File: config.mk
export PLATFORM = sky130hd
export DESIGN_NAME = hilo_unit
export DESIGN_NICKNAME = d
export VERILOG_FILES = /design/src/rtl/hilo_unit_pkg.sv /design/src/rtl/hilo_slot.sv /design/src/rtl/hilo_unit.sv
export SDC_FILE = /design/constraint.sdc
export NUM_CORES = 1
export LEC_CHECK = 0
export ABC_AREA = 1
export BUFFER_PORTS_ARGS = -buffer_cell sky130_fd_sc_hd__buf_2
export CORE_AREA = 2 2 155 157
export CTS_CLUSTER_DIAMETER = 60
export DETAILED_ROUTE_END_ITERATION = 16
export DIE_AREA = 0 0 157 159
export GPL_TIMING_DRIVEN = 1
export PLACE_DENSITY_LB_ADDON = 0.1
export SLEW_MARGIN = 20
export SYNTH_ARGS = -nofsm -noshare
export SYNTH_HDL_FRONTEND = slang
export SYNTH_SLANG_ARGS = --single-unit
File: constraint.sdc
create_clock -name clk -period 9.55 [get_ports clk]
set_input_delay 0 -clock clk [delete_from_list [all_inputs] [get_ports clk]]
set_output_delay 0 -clock clk [all_outputs]
set_load 0.01 [all_outputs]
File: src/rtl/hilo_unit_pkg.sv
// hilo_unit_pkg: shared types for the HI/LO writeback path.
//   word_t       - datapath word
//   funct_t      - R-type funct codes touching HI/LO
//   hilo_entry_t - one pending HI/LO write carried through a pipeline slot
//   fn_hi_we / fn_lo_we - write-enable decode from a funct code
package hilo_unit_pkg;

  localparam int unsigned WORD_W = 32;

  typedef logic [WORD_W-1:0] word_t;

  typedef enum logic [5:0] {
    FN_MFHI  = 6'h10,
    FN_MTHI  = 6'h11,
    FN_MFLO  = 6'h12,
    FN_MTLO  = 6'h13,
    FN_MULT  = 6'h18,
    FN_MULTU = 6'h19,
    FN_DIV   = 6'h1a,
    FN_DIVU  = 6'h1b
  } funct_t;

  typedef struct packed {
    logic  valid;
    logic  hi_we;
    logic  lo_we;
    word_t hi;
    word_t lo;
  } hilo_entry_t;

  function automatic logic fn_is_muldiv(logic [5:0] op);
    return (op == FN_MULT) || (op == FN_MULTU) || (op == FN_DIV) || (op == FN_DIVU);
  endfunction

  function automatic logic fn_hi_we(logic [5:0] op);
    return fn_is_muldiv(op) || (op == FN_MTHI);
  endfunction

  function automatic logic fn_lo_we(logic [5:0] op);
    return fn_is_muldiv(op) || (op == FN_MTLO);
  endfunction

endpackage

File: src/rtl/hilo_slot.sv
// hilo_slot: one pipeline slot holding a pending HI/LO write.
//   clk, reset - clock, asynchronous active-high reset (slot becomes empty)
//   load       - capture d at the edge
//   clear      - empty the slot at the edge (wins over load)
//   d          - incoming entry
//   q          - current entry
module hilo_slot
  import hilo_unit_pkg::*;
(
  input  logic        clk,
  input  logic        reset,
  input  logic        load,
  input  logic        clear,
  input  hilo_entry_t d,
  output hilo_entry_t q
);

  hilo_entry_t entry_q;

  always_ff @(posedge clk or posedge reset) begin
    if (reset) begin
      entry_q <= '0;
    end else if (clear) begin
      entry_q <= '0;
    end else if (load) begin
      entry_q <= d;
    end
  end

  assign q = entry_q;

endmodule

File: src/rtl/hilo_unit.sv
// hilo_unit: carries HI/LO writes from EX through M and W slots into the
// architectural HI/LO registers, and forwards pending values to EX readers.
//   clk, reset       - clock, asynchronous active-high reset
//   stall            - hold M, W and arch this edge
//   flush            - kill EX capture and M slot; W still commits
//   ex_valid, ex_op  - EX instruction valid and funct code
//   ex_hi, ex_lo     - multiply/divide (or MTHI/MTLO) results in EX
//   hi_rd, lo_rd     - HI/LO as seen by the EX instruction
//   hi_arch, lo_arch - committed HI/LO
//   pend             - a valid write is in M or W
module hilo_unit
  import hilo_unit_pkg::*;
#(
  parameter int unsigned W      = WORD_W,  // must equal WORD_W (entry fields are word_t)
  parameter bit          FWD_EN = 1'b1
) (
  input  logic         clk,
  input  logic         reset,
  input  logic         stall,
  input  logic         flush,
  input  logic         ex_valid,
  input  logic [5:0]   ex_op,
  input  logic [W-1:0] ex_hi,
  input  logic [W-1:0] ex_lo,
  output logic [W-1:0] hi_rd,
  output logic [W-1:0] lo_rd,
  output logic [W-1:0] hi_arch,
  output logic [W-1:0] lo_arch,
  output logic         pend
);

  hilo_entry_t ex_entry, m_entry, w_entry;
  logic        slot_load, slot_clear, commit;
  logic [W-1:0] hi_arch_q, lo_arch_q;

  always_comb begin
    ex_entry       = '0;
    ex_entry.hi_we = fn_hi_we(ex_op);
    ex_entry.lo_we = fn_lo_we(ex_op);
    ex_entry.valid = ex_valid & (ex_entry.hi_we | ex_entry.lo_we);
    ex_entry.hi    = ex_hi;
    ex_entry.lo    = ex_lo;
  end

  // Flush empties both slots; the W entry is older than the faulting
  // instruction, so it still commits on the same edge.
  assign slot_clear = flush;
  assign slot_load  = ~stall;
  assign commit     = w_entry.valid & (flush | ~stall);

  hilo_slot u_m_slot (
    .clk   (clk),
    .reset (reset),
    .load  (slot_load),
    .clear (slot_clear),
    .d     (ex_entry),
    .q     (m_entry)
  );

  hilo_slot u_w_slot (
    .clk   (clk),
    .reset (reset),
    .load  (slot_load),
    .clear (slot_clear),
    .d     (m_entry),
    .q     (w_entry)
  );

  always_ff @(posedge clk or posedge reset) begin
    if (reset) begin
      hi_arch_q <= '0;
      lo_arch_q <= '0;
    end else if (commit) begin
      if (w_entry.hi_we) hi_arch_q <= w_entry.hi;
      if (w_entry.lo_we) lo_arch_q <= w_entry.lo;
    end
  end

  assign hi_arch = hi_arch_q;
  assign lo_arch = lo_arch_q;
  assign pend    = m_entry.valid | w_entry.valid;

  // HI and LO resolve independently: an MTHI in M must not hide a LO write in W.
  generate
    if (FWD_EN) begin : g_fwd
      always_comb begin
        hi_rd = hi_arch_q;
        if (m_entry.valid && m_entry.hi_we)      hi_rd = m_entry.hi;
        else if (w_entry.valid && w_entry.hi_we) hi_rd = w_entry.hi;
        lo_rd = lo_arch_q;
        if (m_entry.valid && m_entry.lo_we)      lo_rd = m_entry.lo;
        else if (w_entry.valid && w_entry.lo_we) lo_rd = w_entry.lo;
      end
    end else begin : g_nofwd
      assign hi_rd = hi_arch_q;
      assign lo_rd = lo_arch_q;
    end
  endgenerate

endmodule

* Word level (Yosys, flattened, before mapping)
Index checks and enable logic that the tools add are counted.
** Cells by class
- Add/subtract/negate cells :: 0
- Multiply operators :: 0
- Divide/modulo/power cells :: 0
- Order comparisons :: 0
- Eq/ne operators :: 7
- Shift operators :: 0
- Muxes and demuxes :: 8
- Bitwise gates (word level) :: 6
- Reduce and logical (&&, ||, !) cells :: 11
** Operator list (number)
- 67-bit 2-to-1 mux :: 4
- 32-bit 2-to-1 mux :: 4
- 6-bit by 5-bit == test with 1-bit output, second input constant :: 6
- 1-bit logical OR :: 5
- 1-bit logical AND :: 4
- 2-bit AND reduction :: 2
- 1-bit OR :: 3
- 1-bit bitwise AND :: 2
- 2-bit by 1-bit != test with 1-bit output, second input constant :: 1
- 1-bit inverter :: 1
** Word-level totals
- Register bits :: 198
- Bits in latches :: 0
- Bits in writable memories :: 0
- ROM bits :: 0
- Bits of input ports :: 75
- Output and inout port bits :: 129
- Logic and storage cells :: 44
- Memories kept :: 0

* Longest topological paths before layout
- Depth in word-level cells :: 9
- Gate-level depth with buffers :: 7
- Gate-level depth less buffers :: 7

* Modules after synthesis
Synthesis repeated with hierarchy kept, for this count alone.
** Unflattened totals
- Cells, all modules :: 1170
- Area total of the unflattened synthesis :: 9357.7 sq um
** Modules (own cells, without submodules)
- hilo_slot :: times used 2, cells each 293, area an instance 2667.6 sq um, seq. area each 1676.6 sq um
- hilo_unit :: times used 1, cells each 584, area an instance 4022.6 sq um, seq. area each 1601.5 sq um

* Worst setup path after synthesis
OpenSTA, ideal clock, no wires.
- Path kind :: reg-to-output
- From :: register u_w_slot.entry_q, in the netlist u_w_slot.q[66]
- To :: output lo_rd[10]
- Data arrival time :: 1.125 ns
- Data required time :: 9.550 ns
- Path slack :: 8.425 ns
- Cell stages (with the launch flop) :: 5
- Buffers on the path :: 1
- Cell sequence :: dfrtp_1 nand2_2 clkbuf_1 nand2_1 a31oi_1
** On the way
- Word-level cells in the longest chain between the ends :: 3
** RTL lines
- start, declared :: RTL line hilo_slot.sv:18 : hilo_entry_t entry_q;
- start signal, assigned :: RTL line hilo_slot.sv:22 : entry_q <= '0;
- start signal, assigned :: RTL line hilo_slot.sv:24 : entry_q <= '0;
- start signal, assigned :: RTL line hilo_slot.sv:26 : entry_q <= d;
- 1-bit logical AND :: RTL line hilo_unit.sv:92 : else if (w_entry.valid && w_entry.lo_we) lo_rd = w_entry.lo;
- 32-bit 2-to-1 mux :: RTL line hilo_unit.sv:92
- 32-bit 2-to-1 mux :: RTL line hilo_unit.sv:91 : if (m_entry.valid && m_entry.lo_we) lo_rd = m_entry.lo;
- end, declared :: RTL line hilo_unit.sv:26 : output logic [W-1:0] lo_rd,
Every way passes these cells.

* Worst setup path in the final report
- From :: register u_w_slot.entry_q, in the netlist u_w_slot.q[66]
- To :: register hi_arch_q[20] (netlist: hi_arch[20])
** On the way
- Word-level cells in the longest chain between the ends :: 2
** RTL lines
- 1-bit bitwise AND :: RTL line hilo_unit.sv:49 : assign commit = w_entry.valid & (flush | ~stall);
- 2-bit AND reduction (no line)
- end signal, assigned :: RTL line hilo_unit.sv:74 : if (w_entry.hi_we) hi_arch_q <= w_entry.hi;
- end, declared :: RTL line hilo_unit.sv:34 : logic [W-1:0] hi_arch_q, lo_arch_q;
Every way passes these cells.
A chain may end at the register's enable or synchronous reset.

==> out/qor.yml <==
worst_hold_path:
  min_path_type: "in -> async"
clock_network:
  clockBufferDepth: 2
  cts_num_sinks: 198
  cts_buffers: 17
  clock_latency_ns: 0.44
  cts_htree_levels: 4
  cts_tree: "yes"
  root_buffer: "clkbuf_16"
  clkTransAtPathRegs_ns: 0.08
worst_setup_path:
  path_cells: "nand2_2 > inv_2 > nand2_4 > o21ai_0"
  cp_slowest_cell: "inv_2"
  critPathLaunchType: "flip-flop"
  critPathMaxFanout: 64
  crit_path_max_incr_delay_ns: 0.81
  worst_ep_arrival_time_ns: 3.09
  worstPathRequired_ns: 9.90
  setup.worst_path.class: "reg -> reg"
  critPathCaptureType: "flip-flop"
synth:
  syn_nets: 1092
  yosysMostFrequentCell: "nand2_1"
  avgSynthCellArea_um2: 9.238
  synth.top_cell.area_share_pct: 52.74
  ys_seq_elements: 198
  synth_area_leaders: "dfrtp_1 (53%), o22ai_2 (8.8%), nand2_1 (8.2%), inv_1 (5.4%), a31oi_1 (4.3%)"
  synthTopCellsByCount: "nand2_1 (204), dfrtp_1 (198), inv_1 (136)"
  synth.largest_area_cell: "dfrtp_1"
  yosys_warnings: 0
  synth.distinct_cells: 21
  async_flop_share_pct: 100.0
  seq_area_frac_synth_pct: 52.74
  synth_area_um2: 9395
  synth_cells: 1017
  synth_ff_type: "dfrtp_1"
  synth-edff-count: 0
cells_and_area:
  layout.cells.non_filler: 1581
  final_util_pct: 50.36
  synthToLayoutAreaGrowth_pct: 24.32
  fillCellCount: 2202
  nNetsFinal: 1325
  antenna-diode-count: 0
  fin_area_um2: 11680
  drive_gt1_share_pct: 27.50
route:
  post_drt_wl_per_cell_um: 16.06
  drtIter0Drc: 571
  postRouteAntennaNets: 0
  wl_mm: 25.39
  drt_first_pass_iters: 5
  vias: 7718
  via_per_inst: 4.882
  drc: 0
power:
  power_leakage_nw: 5.505
  ir_drop_mv: 0.1122
  total_power_mw: 1.718
  p_per_area_nw_per_um2: 147.1
placed_design:
  io_buffers: 203
  dpl.hpwl_mm: 14.43
  place_congestion: 0.7560
  placed_cells: 1476
  placed_area_um2: 10380
sta:
  timing.fmax_mhz: 363.8
  tightest_slew_ns: 1.108
  rsz0062_at_grt: "false"
  finalHoldViolCount: 0
  relSlewSlack_pct: 26.15
  fin_crit_ns: 2.749
  tns_ns: 0
  setup_viol: 0
  report.final.slew_viol_count: 0
  finClkSkew_ns: 0.01837
  period_share_pct: 28.79
floorplan:
  io_pins: 204
  dieHeight_um: 159
  initial_core_util_pct: 40.51
  die_x_um: 157
  die-area_um2: 24960
  rows: 56
  core_um2: 23190
global_route:
  track_usage_pct: 20.58
  grt_max_degree: 138
  grt_pass1_wl_mm: 40.68
  antenna_found_initial: 0
  overflow: 0
  first_global_vias: 7697
flow_run:
  drv_cap: 0
status:
  outcome: "finished clean"
## registers in the layout, summed over array words and instances, names as in the netlist
name,flops
hi_arch,32
lo_arch,32
u_m_slot.q,67
u_w_slot.q,67
## area by class of cell
class / instances / area (µm²) / area share, %
sequential: 198 / 4955 / 42.42
multi-input combinational: 608 / 3416 / 29.24
timing repair buffer: 285 / 1817 / 15.55
inverter: 140 / 533.0 / 4.563
clock buffer: 17 / 425.4 / 3.642
tap: 319 / 399.1 / 3.417
clock inverter: 14 / 135.1 / 1.157
## worst paths after layout
kind / startpoint / slack [ns] / endpoint / depth (start not counted)
min reg2reg: lo_arch[16]$_DFFE_PP0P_ / 0.52 / lo_arch[16]$_DFFE_PP0P_ / 2
max reg2reg: u_w_slot.q[66]$_DFFE_PP0N_ / 6.80 / hi_arch[20]$_DFFE_PP0P_ / 4
max in group asynchronous: reset / 7.84 / u_w_slot.q[60]$_DFFE_PP0N_ / 4
min in group clk: ex_hi[17] / 0.33 / u_m_slot.q[49]$_DFFE_PP0N_ / 4
min: reset / 0.32 / lo_arch[23]$_DFFE_PP0P_ / 3
max: u_w_slot.q[66]$_DFFE_PP0N_ / 6.80 / hi_arch[20]$_DFFE_PP0P_ / 4
## what timing repair did
action,CTS,global route
gates resized for setup,0,0
hold buffers,74,0
setup endpoints to repair,0,0
endpoints found under the hold margin,206,0
buffers inserted,0,0
## worst max-delay path: cells and delay by family (launching register included)
family                 cells  cell delay, ns
AO/OA/AOI/OAI              1            0.32
buffers and inverters      1            0.81
flip-flops                 1            0.42
AND/OR/NAND/NOR            2            1.06
## per-layer routing
metal  up-vias  track usage [%]  wire, µm
met1      3706            28.41     11930
li1       3806                -         -
met2       185            33.21     11970
met4         0            5.546       408
met3        21            3.919      1080
met5         -                0         0
## stage by stage
step / setup WS [ns] / hold WS, ns
finish: 6.801 / 0.3223
global route: 6.575 / 0.3384
CTS: 6.755 / 0.3116
detailed placement: 6.783 / 0.2423
global placement: 6.873 / 0.2339
floorplan: 4.153 / 0.1460
## placed cells by master (no fill, tap or decap), types with 2 or more instances in the layout
| cell | synthesis | final |
|---|---|---|
| nand3_1 | 70 | 70 |
| nand2_2 | 2 | 4 |
| dfrtp_1 | 198 | 198 |
| o21ai_2 | 25 | 25 |
| inv_6 | 0 | 5 |
| o21ai_1 | 73 | 73 |
| o22ai_2 | 66 | 66 |
| a31oi_1 | 64 | 64 |
| clkbuf_16 | 0 | 17 |
| nand2_1 | 204 | 202 |
| buf_2 | 19 | 203 |
| dlygate4sd3_1 | 0 | 74 |
| buf_4 | 12 | 8 |
| o21ai_0 | 32 | 32 |
| inv_1 | 136 | 135 |
| inv_2 | 4 | 4 |
| nand2_4 | 4 | 3 |
| nor2_1 | 67 | 67 |
| clkinv_4 | 0 | 2 |
| inv_8 | 0 | 5 |
## power breakdown
part | total, mW | switching [mW] | internal, mW
Combinational | 0.144 | 0.0878 | 0.0562
Sequential | 0.875 | 0.0124 | 0.862
Clock | 0.699 | 0.353 | 0.347
## logic make-up after synthesis
group	Yosys count	synth area share, %
flops	198	52.74
buf+inv	211	11.05
simple gates	348	15.24
compound gates	260	20.97
No activity file was read; power rests on OpenSTA's default activity.
